==> src/rtl/data_memory_arbiter_if.sv <==
// data_memory_arbiter_if: two requester ports plus the shared data-memory port.
// slave is the arbiter side; master is the requester/memory side.
interface data_memory_arbiter_if;
    logic        req0, req1, we0, we1, ack0, ack1, err;
    logic        mem_req, mem_we, mem_ready;
    logic [31:0] addr0, addr1, wdata0, wdata1, rdata;
    logic [31:0] mem_addr, mem_wdata, mem_rdata;
    logic [3:0]  be0, be1, mem_be;
    modport slave (
        input  req0, req1, we0, we1, addr0, addr1, be0, be1, wdata0, wdata1, mem_ready, mem_rdata,
        output ack0, ack1, rdata, err, mem_req, mem_we, mem_addr, mem_be, mem_wdata
    );
    modport master (
        output req0, req1, we0, we1, addr0, addr1, be0, be1, wdata0, wdata1, mem_ready, mem_rdata,
        input  ack0, ack1, rdata, err, mem_req, mem_we, mem_addr, mem_be, mem_wdata
    );
endinterface

==> src/rtl/data_memory_arbiter.sv <==
// data_memory_arbiter: shares one data-memory port between pipeline (0) and loader (1), one access in flight.
// Define DMEM_ARB_ROUND_ROBIN_EN to break ties round-robin instead of fixed port-0 priority.
module data_memory_arbiter #(
    parameter int TIMEOUT_CYCLES = 255,
    parameter int TMO_W          = 8
) (
    input logic                  clk,
    input logic                  reset_n,
    data_memory_arbiter_if.slave bus
);
    typedef enum logic [1:0] {IDLE, ISSUE, RESP} state_t;
    localparam logic [TMO_W-1:0] TMO_LAST = TMO_W'(TIMEOUT_CYCLES == 0 ? 0 : TIMEOUT_CYCLES - 1);
    state_t           state, next;
    logic [TMO_W-1:0] cnt;
    logic             start, win, win_q, tmo, done;
    logic             mem_req_d, ack0_d, ack1_d, err_d;
    logic             mem_req_q, mem_we_q, ack0_q, ack1_q, err_q;
    logic [31:0]      mem_addr_q, mem_wdata_q, rdata_q;
    logic [3:0]       mem_be_q;
    assign start = bus.req0 | bus.req1;
`ifdef DMEM_ARB_ROUND_ROBIN_EN
    logic last_grant;
    assign win = (bus.req0 & bus.req1) ? ~last_grant : bus.req1;
    always_ff @(posedge clk or negedge reset_n)
        if (!reset_n) last_grant <= 1'b1;
        else if (state == IDLE && start) last_grant <= win;
`else
    assign win = ~bus.req0;
`endif
    // a mem_ready in the timeout cycle still completes the access normally
    assign tmo  = (TIMEOUT_CYCLES != 0) && (cnt == TMO_LAST);
    assign done = bus.mem_ready | tmo;
    always_ff @(posedge clk or negedge reset_n)
        if (!reset_n) state <= IDLE;
        else state <= next;
    always_comb begin
        next = state == IDLE  ? (start ? ISSUE : IDLE) :
               state == ISSUE ? (done ? RESP : ISSUE) : IDLE;
    end
    always_comb begin
        mem_req_d = next == ISSUE;
        ack0_d    = state == ISSUE && done && !win_q;
        ack1_d    = state == ISSUE && done && win_q;
        err_d     = state == ISSUE && done && !bus.mem_ready;
    end
    always_ff @(posedge clk or negedge reset_n)
        if (!reset_n) begin
            mem_req_q   <= 1'b0;
            mem_we_q    <= 1'b0;
            ack0_q      <= 1'b0;
            ack1_q      <= 1'b0;
            err_q       <= 1'b0;
            mem_addr_q  <= '0;
            mem_be_q    <= '0;
            mem_wdata_q <= '0;
            rdata_q     <= '0;
            win_q       <= 1'b0;
            cnt         <= '0;
        end else begin
            mem_req_q <= mem_req_d;
            ack0_q    <= ack0_d;
            ack1_q    <= ack1_d;
            err_q     <= err_d;
            if (state == IDLE && start) begin
                mem_we_q    <= win ? bus.we1 : bus.we0;
                mem_addr_q  <= win ? bus.addr1 : bus.addr0;
                mem_be_q    <= win ? bus.be1 : bus.be0;
                mem_wdata_q <= win ? bus.wdata1 : bus.wdata0;
                win_q       <= win;
                cnt         <= '0;
            end else if (state == ISSUE) cnt <= cnt + TMO_W'(1);
            if (state == ISSUE && bus.mem_ready && !mem_we_q) rdata_q <= bus.mem_rdata;
        end
    assign bus.mem_req   = mem_req_q;
    assign bus.mem_we    = mem_we_q;
    assign bus.mem_addr  = mem_addr_q;
    assign bus.mem_be    = mem_be_q;
    assign bus.mem_wdata = mem_wdata_q;
    assign bus.ack0      = ack0_q;
    assign bus.ack1      = ack1_q;
    assign bus.err       = err_q;
    assign bus.rdata     = rdata_q;
endmodule

==> src/flat_wrapper.sv <==
// flat-port wrapper written by rule: the top's interface ports become plain ports
module data_memory_arbiter_flat 
#(
    parameter int TIMEOUT_CYCLES = 255,
    parameter int TMO_W          = 8
)
  (clk, reset_n, bus_req0, bus_req1, bus_we0, bus_we1, bus_addr0, bus_addr1, bus_be0, bus_be1, bus_wdata0, bus_wdata1, bus_mem_ready, bus_mem_rdata, bus_ack0, bus_ack1, bus_rdata, bus_err, bus_mem_req, bus_mem_we, bus_mem_addr, bus_mem_be, bus_mem_wdata);
  data_memory_arbiter_if bus_i ();
  input logic clk;
  input logic reset_n;
  input wire logic [$bits(bus_i.req0)-1:0] bus_req0;
  input wire logic [$bits(bus_i.req1)-1:0] bus_req1;
  input wire logic [$bits(bus_i.we0)-1:0] bus_we0;
  input wire logic [$bits(bus_i.we1)-1:0] bus_we1;
  input wire logic [$bits(bus_i.addr0)-1:0] bus_addr0;
  input wire logic [$bits(bus_i.addr1)-1:0] bus_addr1;
  input wire logic [$bits(bus_i.be0)-1:0] bus_be0;
  input wire logic [$bits(bus_i.be1)-1:0] bus_be1;
  input wire logic [$bits(bus_i.wdata0)-1:0] bus_wdata0;
  input wire logic [$bits(bus_i.wdata1)-1:0] bus_wdata1;
  input wire logic [$bits(bus_i.mem_ready)-1:0] bus_mem_ready;
  input wire logic [$bits(bus_i.mem_rdata)-1:0] bus_mem_rdata;
  output wire logic [$bits(bus_i.ack0)-1:0] bus_ack0;
  output wire logic [$bits(bus_i.ack1)-1:0] bus_ack1;
  output wire logic [$bits(bus_i.rdata)-1:0] bus_rdata;
  output wire logic [$bits(bus_i.err)-1:0] bus_err;
  output wire logic [$bits(bus_i.mem_req)-1:0] bus_mem_req;
  output wire logic [$bits(bus_i.mem_we)-1:0] bus_mem_we;
  output wire logic [$bits(bus_i.mem_addr)-1:0] bus_mem_addr;
  output wire logic [$bits(bus_i.mem_be)-1:0] bus_mem_be;
  output wire logic [$bits(bus_i.mem_wdata)-1:0] bus_mem_wdata;
  assign bus_i.req0 = bus_req0;
  assign bus_i.req1 = bus_req1;
  assign bus_i.we0 = bus_we0;
  assign bus_i.we1 = bus_we1;
  assign bus_i.addr0 = bus_addr0;
  assign bus_i.addr1 = bus_addr1;
  assign bus_i.be0 = bus_be0;
  assign bus_i.be1 = bus_be1;
  assign bus_i.wdata0 = bus_wdata0;
  assign bus_i.wdata1 = bus_wdata1;
  assign bus_i.mem_ready = bus_mem_ready;
  assign bus_i.mem_rdata = bus_mem_rdata;
  assign bus_ack0 = bus_i.ack0;
  assign bus_ack1 = bus_i.ack1;
  assign bus_rdata = bus_i.rdata;
  assign bus_err = bus_i.err;
  assign bus_mem_req = bus_i.mem_req;
  assign bus_mem_we = bus_i.mem_we;
  assign bus_mem_addr = bus_i.mem_addr;
  assign bus_mem_be = bus_i.mem_be;
  assign bus_mem_wdata = bus_i.mem_wdata;
  data_memory_arbiter #(.TIMEOUT_CYCLES(TIMEOUT_CYCLES), .TMO_W(TMO_W)) u_core (.clk(clk), .reset_n(reset_n), .bus(bus_i));
endmodule
==> config.mk <==
export PLATFORM = sky130hd
export DESIGN_NAME = data_memory_arbiter_flat
export DESIGN_NICKNAME = d
export VERILOG_FILES = /design/src/rtl/data_memory_arbiter_if.sv /design/src/rtl/data_memory_arbiter.sv /design/src/flat_wrapper.sv
export SDC_FILE = /design/constraint.sdc
export NUM_CORES = 1
export LEC_CHECK = 0
export ABC_AREA = 0
export BUFFER_PORTS_ARGS = -buffer_cell sky130_fd_sc_hd__buf_2
export CORE_MARGIN = 3
export CORE_UTILIZATION = 25
export CTS_CLUSTER_DIAMETER = 120
export DETAILED_ROUTE_END_ITERATION = 8
export PLACE_DENSITY_LB_ADDON = 0.08
export SYNTH_ARGS = -nofsm -noshare
export SYNTH_HDL_FRONTEND = slang
export SYNTH_SLANG_ARGS = --single-unit
==> constraint.sdc <==
create_clock -name clk -period 2.7 [get_ports clk]
set_input_delay 0 -clock clk [delete_from_list [all_inputs] [get_ports clk]]
set_output_delay 0 -clock clk [all_outputs]
set_load 0.02 [all_outputs]
==> out/metrics.cfg <==
[sta]
hold_violations=0
final-setup-viol-count=0
setup_tns_ps=0
finalWorstSetupSlack_ps=727
min_period_over_period_pct=73.1
holdWs_ps=62.4
max_freq_mhz=507
worst_pin_slew_ps=839
fin_crit_ps=1970
finalMaxSlewViolations=0
slew_headroom_pct=44.1
rsz0062_at_grt=no
final.setup_skew_ps=6.46

[global_routing]
grt_usage_pct=14.9
grt_max_degree=75
grt_pass1_vias=5421
grt_pass1_wl_um=26800
antenna_found_initial=1
grt-ovfl-total=0

[cells_and_area]
final_cells=1163
multi_input_area_um2=2150
nets=1057
syn_to_final_growth_pct=76.2
antennaDiodeCount=0
final_common_cell=buf_2
fillers=1953
final_cell_mix=277 x buf_2, 172 x dlygate4sd3_1, 135 x o21ai_0
seq_area_um2=2900
drive_gt1_share_pct=39.8

[detailed_routing]
drt_iter0_markers=171
post-route-drc-count=0
wirelength_um=17000
ant_nets=0
drt-vias-per-instance=4.39
routed-via-count=5107
wl_per_cell_um=14.6
first_pass_iters=6

[setup_path]
reg2reg_to=u_core.bus.rdata[23]
setup.worst_path.end=u_core.bus.rdata[23]
critPathMaxFanout=32
r2r-start=u_core.state[1]
timing_worst_setup_path_type=reg2reg
end_kind=flip-flop
crit_path_start=u_core.state[1]
cp-start-kind=flip-flop
arrival_ps=2270
cp_data_required_time_ps=2990
worst-r2r-cell-count=4
r2r_setup_slack_ps=730

[clocking]
clk-insertion-delay-late_ps=410
clk_path_buf_depth=2
cts-root-buf=clkbuf_16
post_cts.repair.setup_buffers=0
cts_tree=done
htree_levels=4
path_clk_slew_ps=60
cts_made_buffers=17
cts-resized-gates=0
cts_sinks=116

[job]
max_cap_violations=0

[synthesis]
synth_top_area_cell=dfrtp_1
synth.area.mux_share_pct=22.3
seq_area_frac_synth_pct=55.5
synth_top_family_by_area=multiplexers
synth-xor-area-share_pct=0
synth-adder-area-share_pct=0.478
synth-simple-area-share_pct=2.63
synth_fp_nets=618
synth_top_area_share_pct=55.5
yosys_warnings=0
synth_area_per_cell_um2=11.9
synth-seq-cells=116
synth_cell_type_count=30
ys_top_cells_by_area=dfrtp_1 55%, mux2i_1 14%, o21ai_0 13%, mux2_4 5.7%, mux2_2 2.6%
synthCells=441
synth-compound-area-share_pct=15.5
syn_area_um2=5230

[floorplan]
die_w_um=151
dieArea_um2=22700
start_util_pct=25.6
fp.dieH_um=151
rows=52
io_pins=280
core_area_um2=20400

[placed_design]
dp_hpwl_um=10900
dp_cells=959
place_congestion=0.750
post-place-ws_ps=717
port_buffers=279

[power]
powerDensity_nw_per_um2=886
leakagePower_nw=4.51
ir_drop_mv=0.361

[hold_path]
hp-class=in2reg

[outcome]
status=completed

[critical path: stages, from the launching register on]
cell	delay (ps)
dfrtp_1	450
nand2b_1	320
nor3b_4	210
buf_4	460
mux2_2	400
[how the worst min path moves through the flow]
stage               startpoint             endpoint  slack (ps)  cells past startpoint
floorplan              reset_n      u_core.bus.ack0        -300                      0
global placement       reset_n  u_core.bus.rdata[5]         150                      1
detailed placement     reset_n  u_core.bus.rdata[5]         160                      1
CTS                   bus_req1      u_core.state[0]          50                      3
global route          bus_req1   u_core.bus.mem_req          70                      3
finish                bus_req1   u_core.bus.mem_req          60                      3
[metal layers]
layer | global-route usage, % | vias up | part of all wire, %
met4 | 4.40 | 2 | 1.3
met1 | 18.1 | 2419 | 43
met5 | 0 | - | 0.041
met2 | 25.3 | 186 | 49
li1 | - | 2483 | -
met3 | 5.03 | 17 | 7.3
[through the flow]
stage | util, % | instance area (um2) | power [mW]
finish | 45.1 | 9220 | 8.17
global route | 45.1 | 9220 | 8.69
CTS | 45.1 | 9220 | 8.28
detailed placement | 33.6 | 6870 | 5.60
global placement | 33.6 | 6870 | 5.58
floorplan | - | 5230 | 4.49
[power breakdown]
group          internal (mW)  leakage, nW  switching (mW)
clock                   1.57        0.297           0.827
combinational           1.26         2.79            1.75
sequential              2.41         1.43           0.356
[registers in the layout, indices dropped and copies added, names as in the netlist]
name	flops
u_core.bus.mem_we	1
u_core.bus.ack1	1
u_core.bus.err	1
u_core.bus.mem_be	4
u_core.bus.rdata	32
u_core.state	2
u_core.bus.mem_req	1
u_core.cnt	8
u_core.win_q	1
u_core.bus.ack0	1
u_core.bus.mem_addr	32
u_core.bus.mem_wdata	32
[cells by family (layout without fill, tap and decap cells)]
family          count (synthesis)  in the layout
mux                           105            105
simple gates                   21             21
buf+inv                        40            492
fa+ha+maj                       2              2
compound gates                157            157
flops                         116            116
[cell usage after synthesis, drive strengths merged]
cell type and count:
or2 2, a21o 1, mux2i 73, nand2b 1, and3 1, nand2 1
clkbuf 31, o21ai 148, inv 2, a21oi 2, nor2 2, a211o 1
and4 1, buf 7, dfrtp 116, a41oi 1, and4b 1, mux2 32
and2b 1, ha 2, a41o 1, nand4 3, nor3b 1, nor3 5
nand3 2, a211oi 3
[area by class of cell]
type                       instances  share of cell area [%]
clock inverter                    12                    1.94
tap                              270                    3.66
multi-input combinational        285                    23.3
inverter                           2                  0.0814
timing repair buffer             458                    34.7
clock buffer                      20                    4.84
sequential                       116                    31.5
[timing repair]
item / 4_1_cts / 5_1_grt
hold buffers: 172 / 0
endpoints found under the hold margin: 164 / 0
setup endpoints to repair: 0 / 0
Note: power is estimated with default switching activity, not from simulation.
